`src/rtl/preg_freelist_ctrl.sv`:
```
// Physical-register free-list controller: fills the two-in/two-out free-list FIFO after
// reset, then grants up to two rename allocations and returns up to two freed pregs per cycle.
module preg_freelist_ctrl #(
    parameter int unsigned PREG_WIDTH     = 6,
    parameter int unsigned FREE_NUM       = 32,
    parameter int unsigned FREE_NUM_WIDTH = 5,
    parameter int unsigned INIT_BASE      = 32
) (
    input  logic                      clk,
    input  logic                      rst,
    input  logic                      alloc_first_i,
    input  logic                      alloc_second_i,
    output logic                      alloc_ready_o,
    output logic [PREG_WIDTH-1:0]     alloc_preg_first_o,
    output logic [PREG_WIDTH-1:0]     alloc_preg_second_o,
    input  logic                      free_first_i,
    input  logic                      free_second_i,
    input  logic [PREG_WIDTH-1:0]     free_preg_first_i,
    input  logic [PREG_WIDTH-1:0]     free_preg_second_i,
    output logic                      init_done_o,
    output logic                      overflow_err_o,
    output logic                      fl_wr_first_en_o,
    output logic                      fl_wr_second_en_o,
    output logic [PREG_WIDTH-1:0]     fl_wdata_first_o,
    output logic [PREG_WIDTH-1:0]     fl_wdata_second_o,
    output logic                      fl_rd_first_en_o,
    output logic                      fl_rd_second_en_o,
    input  logic [PREG_WIDTH-1:0]     fl_rdata_first_i,
    input  logic [PREG_WIDTH-1:0]     fl_rdata_second_i,
    input  logic [FREE_NUM_WIDTH:0]   fl_num_i
);

    localparam int unsigned CMP_W      = FREE_NUM_WIDTH + 2;
    localparam int unsigned INIT_STEPS = FREE_NUM / 2;

    typedef enum logic {
        ST_INIT = 1'b0,
        ST_RUN  = 1'b1
    } state_t;

    state_t                    state;
    logic [FREE_NUM_WIDTH-1:0] init_cnt;
    logic [CMP_W-1:0]          occ;
    logic [CMP_W-1:0]          n_req;
    logic [CMP_W-1:0]          n_free;
    logic                      overflow_c;

    always_comb begin
        occ    = CMP_W'(fl_num_i);
        n_req  = CMP_W'(alloc_first_i) + CMP_W'(alloc_second_i);
        n_free = CMP_W'(free_first_i) + CMP_W'(free_second_i);
    end

    // FSM plus sticky status; the fill counter walks pairs of initial IDs
    always_ff @(posedge clk or negedge rst) begin
        if (!rst) begin
            state          <= ST_INIT;
            init_cnt       <= '0;
            init_done_o    <= 1'b0;
            overflow_err_o <= 1'b0;
        end else begin
            case (state)
                ST_INIT: begin
                    init_cnt <= init_cnt + FREE_NUM_WIDTH'(1);
                    if (init_cnt == FREE_NUM_WIDTH'(INIT_STEPS - 1)) begin
                        state       <= ST_RUN;
                        init_done_o <= 1'b1;
                    end
                end
                ST_RUN: begin
                    if (overflow_c) begin
                        overflow_err_o <= 1'b1;
                    end
                end
                default: state <= ST_INIT;
            endcase
        end
    end

    // FIFO port control; gated by rst so nothing reaches the FIFO while reset is held
    always_comb begin
        alloc_ready_o       = 1'b0;
        fl_rd_first_en_o    = 1'b0;
        fl_rd_second_en_o   = 1'b0;
        fl_wr_first_en_o    = 1'b0;
        fl_wr_second_en_o   = 1'b0;
        fl_wdata_first_o    = '0;
        fl_wdata_second_o   = '0;
        overflow_c          = 1'b0;
        alloc_preg_first_o  = fl_rdata_first_i;
        alloc_preg_second_o = alloc_first_i ? fl_rdata_second_i : fl_rdata_first_i;

        if (rst) begin
            if (state == ST_INIT) begin
                fl_wr_first_en_o  = 1'b1;
                fl_wr_second_en_o = 1'b1;
                fl_wdata_first_o  = PREG_WIDTH'(INIT_BASE) + PREG_WIDTH'({init_cnt, 1'b0});
                fl_wdata_second_o = PREG_WIDTH'(INIT_BASE) + PREG_WIDTH'({init_cnt, 1'b1});
            end else begin
                alloc_ready_o = (occ >= n_req);
                if (alloc_ready_o && (n_req != '0)) begin
                    fl_rd_first_en_o  = 1'b1;
                    fl_rd_second_en_o = (n_req == CMP_W'(2));
                end

                // Freed pregs are compacted onto push port 0 first
                overflow_c = (n_free != '0) && ((occ + n_free) > CMP_W'(FREE_NUM));
                if (!overflow_c) begin
                    if (free_first_i) begin
                        fl_wr_first_en_o  = 1'b1;
                        fl_wdata_first_o  = free_preg_first_i;
                        fl_wr_second_en_o = free_second_i;
                        fl_wdata_second_o = free_preg_second_i;
                    end else if (free_second_i) begin
                        fl_wr_first_en_o  = 1'b1;
                        fl_wdata_first_o  = free_preg_second_i;
                    end
                end
            end
        end
    end

endmodule

```
`config.mk`:
```
export PLATFORM = sky130hd
export DESIGN_NAME = preg_freelist_ctrl
export DESIGN_NICKNAME = d
export VERILOG_FILES = /design/src/rtl/preg_freelist_ctrl.sv
export SDC_FILE = /design/constraint.sdc
export NUM_CORES = 1
export LEC_CHECK = 0
export CORE_MARGIN = 5
export CORE_UTILIZATION = 42
export CTS_CLUSTER_SIZE = 8
export DETAILED_ROUTE_END_ITERATION = 16
export PLACE_DENSITY = 0.86
export SYNTH_ARGS = -nofsm -noshare
export SYNTH_HDL_FRONTEND = slang
export SYNTH_SLANG_ARGS = --single-unit
```
`constraint.sdc`:
```
create_clock -name clk -period 11.1 [get_ports clk]
set_input_delay 2.775 -clock clk [delete_from_list [all_inputs] [get_ports clk]]
set_output_delay 2.775 -clock clk [all_outputs]
set_load 0.005 [all_outputs]
```
### Word level (Yosys, flattened, before mapping)

Cells that the tools add are included.

* flip-flop bits (word level): 8
* input bits: 36
* output and inout port bits: 31
* logic and storage cells: 52

* $add $sub $neg: 6
* magnitude comparators: 2
* equality and inequality tests: 2
* mux-type cells: 31
* bitwise gates (word level): 1
* reduce and logical (&&, ||, !) cells: 6

Operator list (number)
* $mux 6: 10
* $mux 1: 21
* $reduce_bool 7->1: 2
* $add 6x6->6 const A: 2
* $add 6x2->7: 1
* $gt 7x6->1 const B: 1
* $ge 6x2->1: 1
* $add 5x1->5 const B: 1
* $eq 5x4->1 const B: 1
* $add 1x1->2: 2
* $reduce_and 2->1: 2
* $eq 2x2->1 const B: 1
* $logic_and 1x1->1: 2
* $not 1->1: 1

### Logic depth before layout (Yosys ltp)

Gate-level depths: netlist (run 1).

* depth after elaboration: 7
* depth in mapped cells: 12
* mapped depth without buffers: 9

### Least setup slack after synthesis (run 1)

OpenSTA, ideal clock, no wires.

* path type: input-to-output
* start point: input free_first_i
* end point: output fl_wdata_first_o[0]
* arrival time: 5.213 ns
* required time: 8.325 ns
* setup slack: 3.112 ns
* stages on the path: 11
* buffers on the path: 2
* path through: clkbuf_1 -> clkbuf_1 -> inv_1 -> ha_1 -> ha_1 -> inv_1 -> fa_1 -> or3b_4 -> a21oi_4 -> o22ai_4 -> a211oi_2

* word-level cells in the longest chain between the ends: 7
* elaborated cells between the ends (all ways): 9
* classes of those cells: 2 x add/sub; 1 x order compare; 4 x mux; 2 x reduce/logical

Ends and longest elaborated chain
* start, declared: line 16 `input logic free_first_i,`
* $add 1x1->2: line 51 `n_free = CMP_W'(free_first_i) + CMP_W'(free_second_i);`
* $add 6x2->7: line 107 `overflow_c = (n_free != '0) && ((occ + n_free) > CMP_W'(FREE_NUM));`
* $gt 7x6->1: line 107
* $logic_and 1x1->1: line 107
* $mux 6 (*): line 108 `if (!overflow_c) begin`
* $mux 6 (*): line 94 `if (state == ST_INIT) begin`
* $mux 6 (*): line 93 `if (rst) begin`
* end, declared: line 24 `output logic [PREG_WIDTH-1:0] fl_wdata_first_o,`

Every way passes the cells marked *; elsewhere a longest branch is shown, timed or not.

### Worst setup path after layout (run 1)

Ends and elaborated chain as after synthesis.

==> flow_summary.yaml, run 1 <==
sta:
  worstMarginPinSlew_ns: 0.5181
  hold_viol_final: 0
  clock.fmax_mhz: 109.4
  min_period_over_period: 0.8232
  report.final.slew_viol_count: 0
  fin_crit_ns: 9.138
  setup_viol_count_final: 0
  slew_headroom: 0.6535
  rsz0062_at_grt: "no"
  fin_skew_ns: 0.005536
  finalSetupTns_ns: 0
setup_path:
  crit_family: "buffers and inverters"
  crit_buf_inv: 5
  crit_path_end_kind: "output pin"
  crit_fanout: 19
  slowest_delay_ns: 0.78
  crit_top_cell: "inv_1"
  crit_path_top_delay_cell: "clkdlybuf4s50_1"
  cp.required_ns: 8.33
  worstPathArrival_ns: 6.36
  crit_chain: "clkdlybuf4s50_1, inv_1, ha_1, ha_1, inv_1, fa_1, inv_1, a2111oi_4, o22ai_4, a211oi_2, clkdlybuf4s50_1"
  critPathLaunchType: "primary input"
  path_class: "primary input to output pin"
yosys:
  yosysSeqAreaShare: 0.1616
  synth_most_common_cell: "nand2_1"
  synth_seq_cells: 8
  syn_nets: 205
  synth_edf_count: 0
  synth_flop_cell: "dfrtp_1"
  async_reset_ff_frac: 1.000
  synthTopCellsByArea: "dfrtp_1 16%, ha_1 12%, nand2_1 6.7%"
  syn-instance-count: 156
  synth_commonest_cells: "22 x nand2_1, 14 x inv_1, 12 x ha_1"
  synth.avg_cell_area_sq_um: 7.940
  ys_warn_count: 0
  synthesis.area_sq_mm: 0.001239
  synth.top_cell.area_share: 0.1616
  yosysTopAreaCell: "dfrtp_1"
  synthDistinctLibCells: 40
clocking:
  htreeDepth: 1
  ctsResizeCount: 0
  cts.sinks: 8
  cts_made_buffers: 3
  cts_tree: "yes"
  cts_hold_buffers: 0
  root_buffer: "clkbuf_4"
  post-cts-setup-buffers: 0
  cts_max_path_buffers: 2
  clkLatencyLatePin_ns: 0.25
  path_clk_slew_ns: 0.05
global_route:
  grt_max_degree: 20
  grt_pass1_wl_mm: 6.541
  grt_pass1_vias: 1389
  antenna_found_initial: 0
  grt_usage: 0.1918
  grt_overflow: 0
place:
  gp_congestion: 0.8576
  port-buffer-count: 66
  dp.cells: 239
  hpwlAfterDp_mm: 3.224
die:
  chipWidth_microns: 64.31
  start_util: 0.4453
  fp.dieH_microns: 64.31
  die-area_sq_mm: 0.004135
  pin_count: 67
  fp-row-count: 19
  core_sq_mm: 0.002781
finish:
  drive_above_1_share: 0.08057
  fillers: 232
  n_antenna_cell: 0
  nets: 262
  area_growth_pct: 52.22
  fin_cells: 242
flow_run:
  drv_cap: 0
power_and_ir_drop:
  irDropWorstVdd_v: 0.00005869
  leakage_nw: 0.8041
  power_density_mw_per_mm2: 55.62
routing:
  wl_per_cell_microns: 16.20
  via_per_inst: 5.806
  dr.pass1.iters: 4
  wirelength_mm: 3.920
  drc: 0
  ant_nets: 0
  num_vias: 1405
  drt_iter0_drc: 123
run_status:
  status: "completed"
hold_path:
  hold_class: "flop to flop"
[kinds of logic (layout without fill, tap and decap cells)]
kind of cell	count (synthesis)	count (layout)	synth area share
buffers and inverters	28	83	0.1030
flip-flops	8	8	0.1616
AND/OR/NAND/NOR	58	58	0.2566
adder cells (fa/ha/maj)	13	13	0.1374
XOR/XNOR	3	3	0.02122
AO/OA/AOI/OAI	38	38	0.2485
multiplexers	8	8	0.07172
[power by group]
| part | total, mW | leakage, nW | internal, mW | switching (mW) |
|---|---|---|---|---|
| Sequential | 0.0292 | 0.0909 | 0.0292 | 0.00000838 |
| Clock | 0.0221 | 0.0138 | 0.0124 | 0.00970 |
| Combinational | 0.0536 | 0.699 | 0.0309 | 0.0227 |
[final timing paths]
| path | end | slack, ns | cells after the start | startpoint |
|---|---|---|---|---|
| setup reg to reg | state$_DFF_PN0_ | 9.65 | 4 | init_cnt[0]$_DFFE_PN0N_ |
| setup / recovery | fl_wdata_first_o[0] | 1.96 | 11 | free_first_i |
| hold reg to reg | init_done_o$_DFFE_PN0P_ | 0.48 | 1 | init_done_o$_DFFE_PN0P_ |
| hold / removal | init_done_o$_DFFE_PN0P_ | 0.48 | 1 | init_done_o$_DFFE_PN0P_ |
| max in group asynchronous | init_cnt[3]$_DFFE_PN0N_ | 7.89 | 1 | rst |
| min in group asynchronous | init_cnt[1]$_DFFE_PN0N_ | 2.87 | 1 | rst |
[stage by stage]
stage                     utilization  total power [mW]  hold WS, ns  cell area (sq um)  setup WS [ns]
after global placement         0.6698           0.08134       0.4440               1863          2.128
after CTS                      0.6779            0.1060       0.4777               1886          1.988
after detailed placement       0.6698           0.08306       0.4636               1863          2.006
after global routing           0.6779            0.1121       0.5150               1886          1.726
final                          0.6779            0.1049       0.4781               1886          1.962
after floorplan                     -           0.05396       0.4510               1239          3.112
[per-layer routing]
metal / up-vias / wire length [microns] / global-route usage / part of all wire
met4: 0 / 76 / 0.07379 / 0.019
met3: 8 / 192 / 0.01751 / 0.049
met5: - / 0 / 0 / 0
met1: 672 / 1563 / 0.2315 / 0.40
met2: 55 / 2087 / 0.3458 / 0.53
li1: 670 / - / - / -
[layout make-up]
cell class | count | area, sq um | area share
inverter | 14 | 52.55 | 0.02787
multi-input combinational | 120 | 910.9 | 0.4831
timing repair buffer | 66 | 660.6 | 0.3504
clock buffer | 3 | 22.52 | 0.01194
sequential | 8 | 200.2 | 0.1062
tap | 31 | 38.79 | 0.02057
[state kept, by name, summed over array words and instances (netlist names)]
signal          flops
overflow_err_o      1
init_done_o         1
state               1
init_cnt            5
[cells in the final DEF (no fill, tap or decap), types with 2 or more instances in the layout]
| master | synthesis | final |
|---|---|---|
| clkdlybuf4s50_1 | 0 | 66 |
| nand2_1 | 22 | 22 |
| inv_1 | 14 | 14 |
| ha_1 | 12 | 12 |
| nand3_1 | 9 | 9 |
| o21ai_0 | 9 | 9 |
| and3_1 | 8 | 8 |
| dfrtp_1 | 8 | 8 |
| mux2_2 | 7 | 7 |
| o221ai_1 | 5 | 5 |
| and2_1 | 4 | 4 |
| a21o_1 | 4 | 4 |
| nand3b_1 | 4 | 4 |
| a21oi_1 | 4 | 4 |
| a31oi_1 | 3 | 3 |
| xnor2_1 | 3 | 3 |
| clkbuf_4 | 0 | 3 |
| a41oi_1 | 2 | 2 |
| a32oi_1 | 2 | 2 |
| nand4_1 | 2 | 2 |
Power figures use the tool's default switching activity.
==> inputs of run 2 (changes only) <==
--- a/config.mk
+++ b/config.mk
@@ -6,10 +6,10 @@
 export NUM_CORES = 1
 export LEC_CHECK = 0
 export CORE_MARGIN = 5
-export CORE_UTILIZATION = 42
+export CORE_UTILIZATION = 39
 export CTS_CLUSTER_SIZE = 8
 export DETAILED_ROUTE_END_ITERATION = 16
-export PLACE_DENSITY = 0.86
+export PLACE_DENSITY = 0.8
 export SYNTH_ARGS = -nofsm -noshare
 export SYNTH_HDL_FRONTEND = slang
 export SYNTH_SLANG_ARGS = --single-unit
==> constraint.sdc (replaced) <==
create_clock -name clk -period 8.9 [get_ports clk]
set_input_delay 2.225 -clock clk [delete_from_list [all_inputs] [get_ports clk]]
set_output_delay 2.225 -clock clk [all_outputs]
set_load 0.005 [all_outputs]
==> run 2 against run 1 <==
  * Global-route usage decreased by 0.32 points
  * Worst setup slack got worse by 0.85 ns
  * Wire length unchanged
  * Worst hold slack got worse by 0.015 ns
  * Sequential cell count unchanged
  * Sequential share of layout area decreased by 0.13 points
==> flow_summary.yaml, run 2 (same netlist as run 1, synthesis figures left out) <==
flow_run:
  drv_cap: 0
clocking:
  post-cts-setup-buffers: 0
  ctsResizeCount: 0
  cts_max_path_buffers: 2
  clkLatencyLatePin_ns: 0.25
  root_buffer: "clkbuf_4"
  cts_made_buffers: 3
  htreeDepth: 1
  cts_tree: "yes"
  path_clk_slew_ns: 0.05
  cts_hold_buffers: 0
  cts.sinks: 8
hold_path:
  hp-start: "init_done_o$_DFFE_PN0P_"
  min_path_cells: 1
  hold_class: "flop to flop"
  min_to: "init_done_o$_DFFE_PN0P_"
global_route:
  grt_overflow: 0
  antenna_found_initial: 0
  grt_pass1_vias: 1382
  grt_pass1_wl_mm: 6.610
  grt_usage: 0.1887
  grt_max_degree: 20
sta:
  fin_skew_ns: 0.002220
  setup_viol_count_final: 0
  hold_viol_final: 0
  fin_crit_ns: 7.788
  finalSetupTns_ns: 0
  slew_headroom: 0.6581
  rsz0062_at_grt: "no"
  clock.fmax_mhz: 128.4
  min_period_over_period: 0.8751
  report.final.slew_viol_count: 0
  worstMarginPinSlew_ns: 0.5113
place:
  gp_congestion: 0.8563
  dp.cells: 253
  hpwlAfterDp_mm: 3.179
  port-buffer-count: 66
die:
  die-area_sq_mm: 0.004403
  fp-row-count: 20
  fp.dieH_microns: 66.36
  pin_count: 67
  start_util: 0.4057
  chipWidth_microns: 66.36
  core_sq_mm: 0.003053
power_and_ir_drop:
  leakage_nw: 0.8089
  irDropWorstVdd_v: 0.00009495
  power_density_mw_per_mm2: 68.99
finish:
  largest_register_ffs: 5
  nets: 263
  area_growth_pct: 54.14
  layout_commonest_cell: "clkdlybuf4s50_1"
  drive_above_1_share: 0.08491
  fillers: 296
  final_cell_mix: "66 x clkdlybuf4s50_1, 22 x nand2_1, 14 x inv_1"
  fin_cells: 256
  n_antenna_cell: 0
  max_flop_register: "init_cnt"
routing:
  via_per_inst: 5.313
  drc: 0
  ant_nets: 0
  num_vias: 1360
  dr.pass1.iters: 4
  wirelength_mm: 3.920
  wl_per_cell_microns: 15.31
  drt_iter0_drc: 108
setup_path:
  path_class: "primary input to output pin"
  worstPathArrival_ns: 5.56
  cp.required_ns: 6.68
  critPathLaunchType: "primary input"
  r2r_cells: 4
  crit_path_end_kind: "output pin"
  rr_endpoint: "state$_DFF_PN0_"
  r2r-start: "init_cnt[0]$_DFFE_PN0N_"
  ff2ff_setup_slack_ns: 7.47
  crit_fanout: 10
run_status:
  status: "completed"
run 2: changes by cell type in the layout (fill, tap and decap cells not counted), sizes merged:
cell	previous run	this run
buf	0	1
run 2: power breakdown:
part / internal, mW / leakage [nW] / switching, mW
Clock: 0.0154 / 0.0138 / 0.0126
Sequential: 0.0364 / 0.0909 / 0.00000889
Combinational: 0.0387 / 0.704 / 0.0285
run 2: final cells by class:
class | count | area (sq um) | share of cell area
clock buffers | 3 | 22.52 | 0.01180
inverters | 14 | 52.55 | 0.02752
multi-input cells | 120 | 910.9 | 0.4771
flip-flops and latches | 8 | 200.2 | 0.1048
well taps | 44 | 55.05 | 0.02883
repair buffers | 67 | 668.1 | 0.3499
run 2: per-layer routing:
metal | vias up | wire length (microns) | track usage
met1 | 636 | 1602 | 0.2276
met2 | 42 | 2013 | 0.3383
met4 | 0 | 66 | 0.05076
met3 | 6 | 238 | 0.03401
li1 | 676 | - | -
met5 | - | 0 | 0
run 2: worst max path at each step:
stage	startpoint	endpoint	slack, ns	cells past startpoint
final	free_second_i	fl_wdata_first_o[0]	1.11	11
after global routing	free_second_i	fl_wdata_first_o[0]	0.92	11
after CTS	free_second_i	fl_wdata_first_o[0]	1.09	11
after detailed placement	free_second_i	fl_wdata_first_o[0]	1.11	11
after global placement	free_second_i	fl_wdata_first_o[0]	1.18	11
after floorplan	free_first_i	fl_wdata_first_o[0]	2.01	11
run 2: through the flow:
step             util  setup WS, ns  total power [mW]  area [sq um]  hold WS, ns
3_5_place_dp   0.6180         1.106            0.1042          1887       0.4567
4_1_cts        0.6254         1.091            0.1339          1909       0.4667
3_3_place_gp   0.6180         1.184            0.1026          1887       0.4448
5_1_grt        0.6254        0.9158            0.1417          1909       0.5000
6_report       0.6254         1.112            0.1317          1909       0.4632
2_1_floorplan       -         2.012           0.06730          1239       0.4510
run 2: worst max-delay path, cell delays in order:
cell and delay (ns):
clkdlybuf4s50_1 0.66, inv_1 0.11, ha_1 0.29, ha_1 0.15
inv_1 0.05, fa_1 0.44, or3b_4 0.42, a21oi_4 0.24
o22ai_4 0.16, a211oi_2 0.26, clkdlybuf4s50_1 0.54
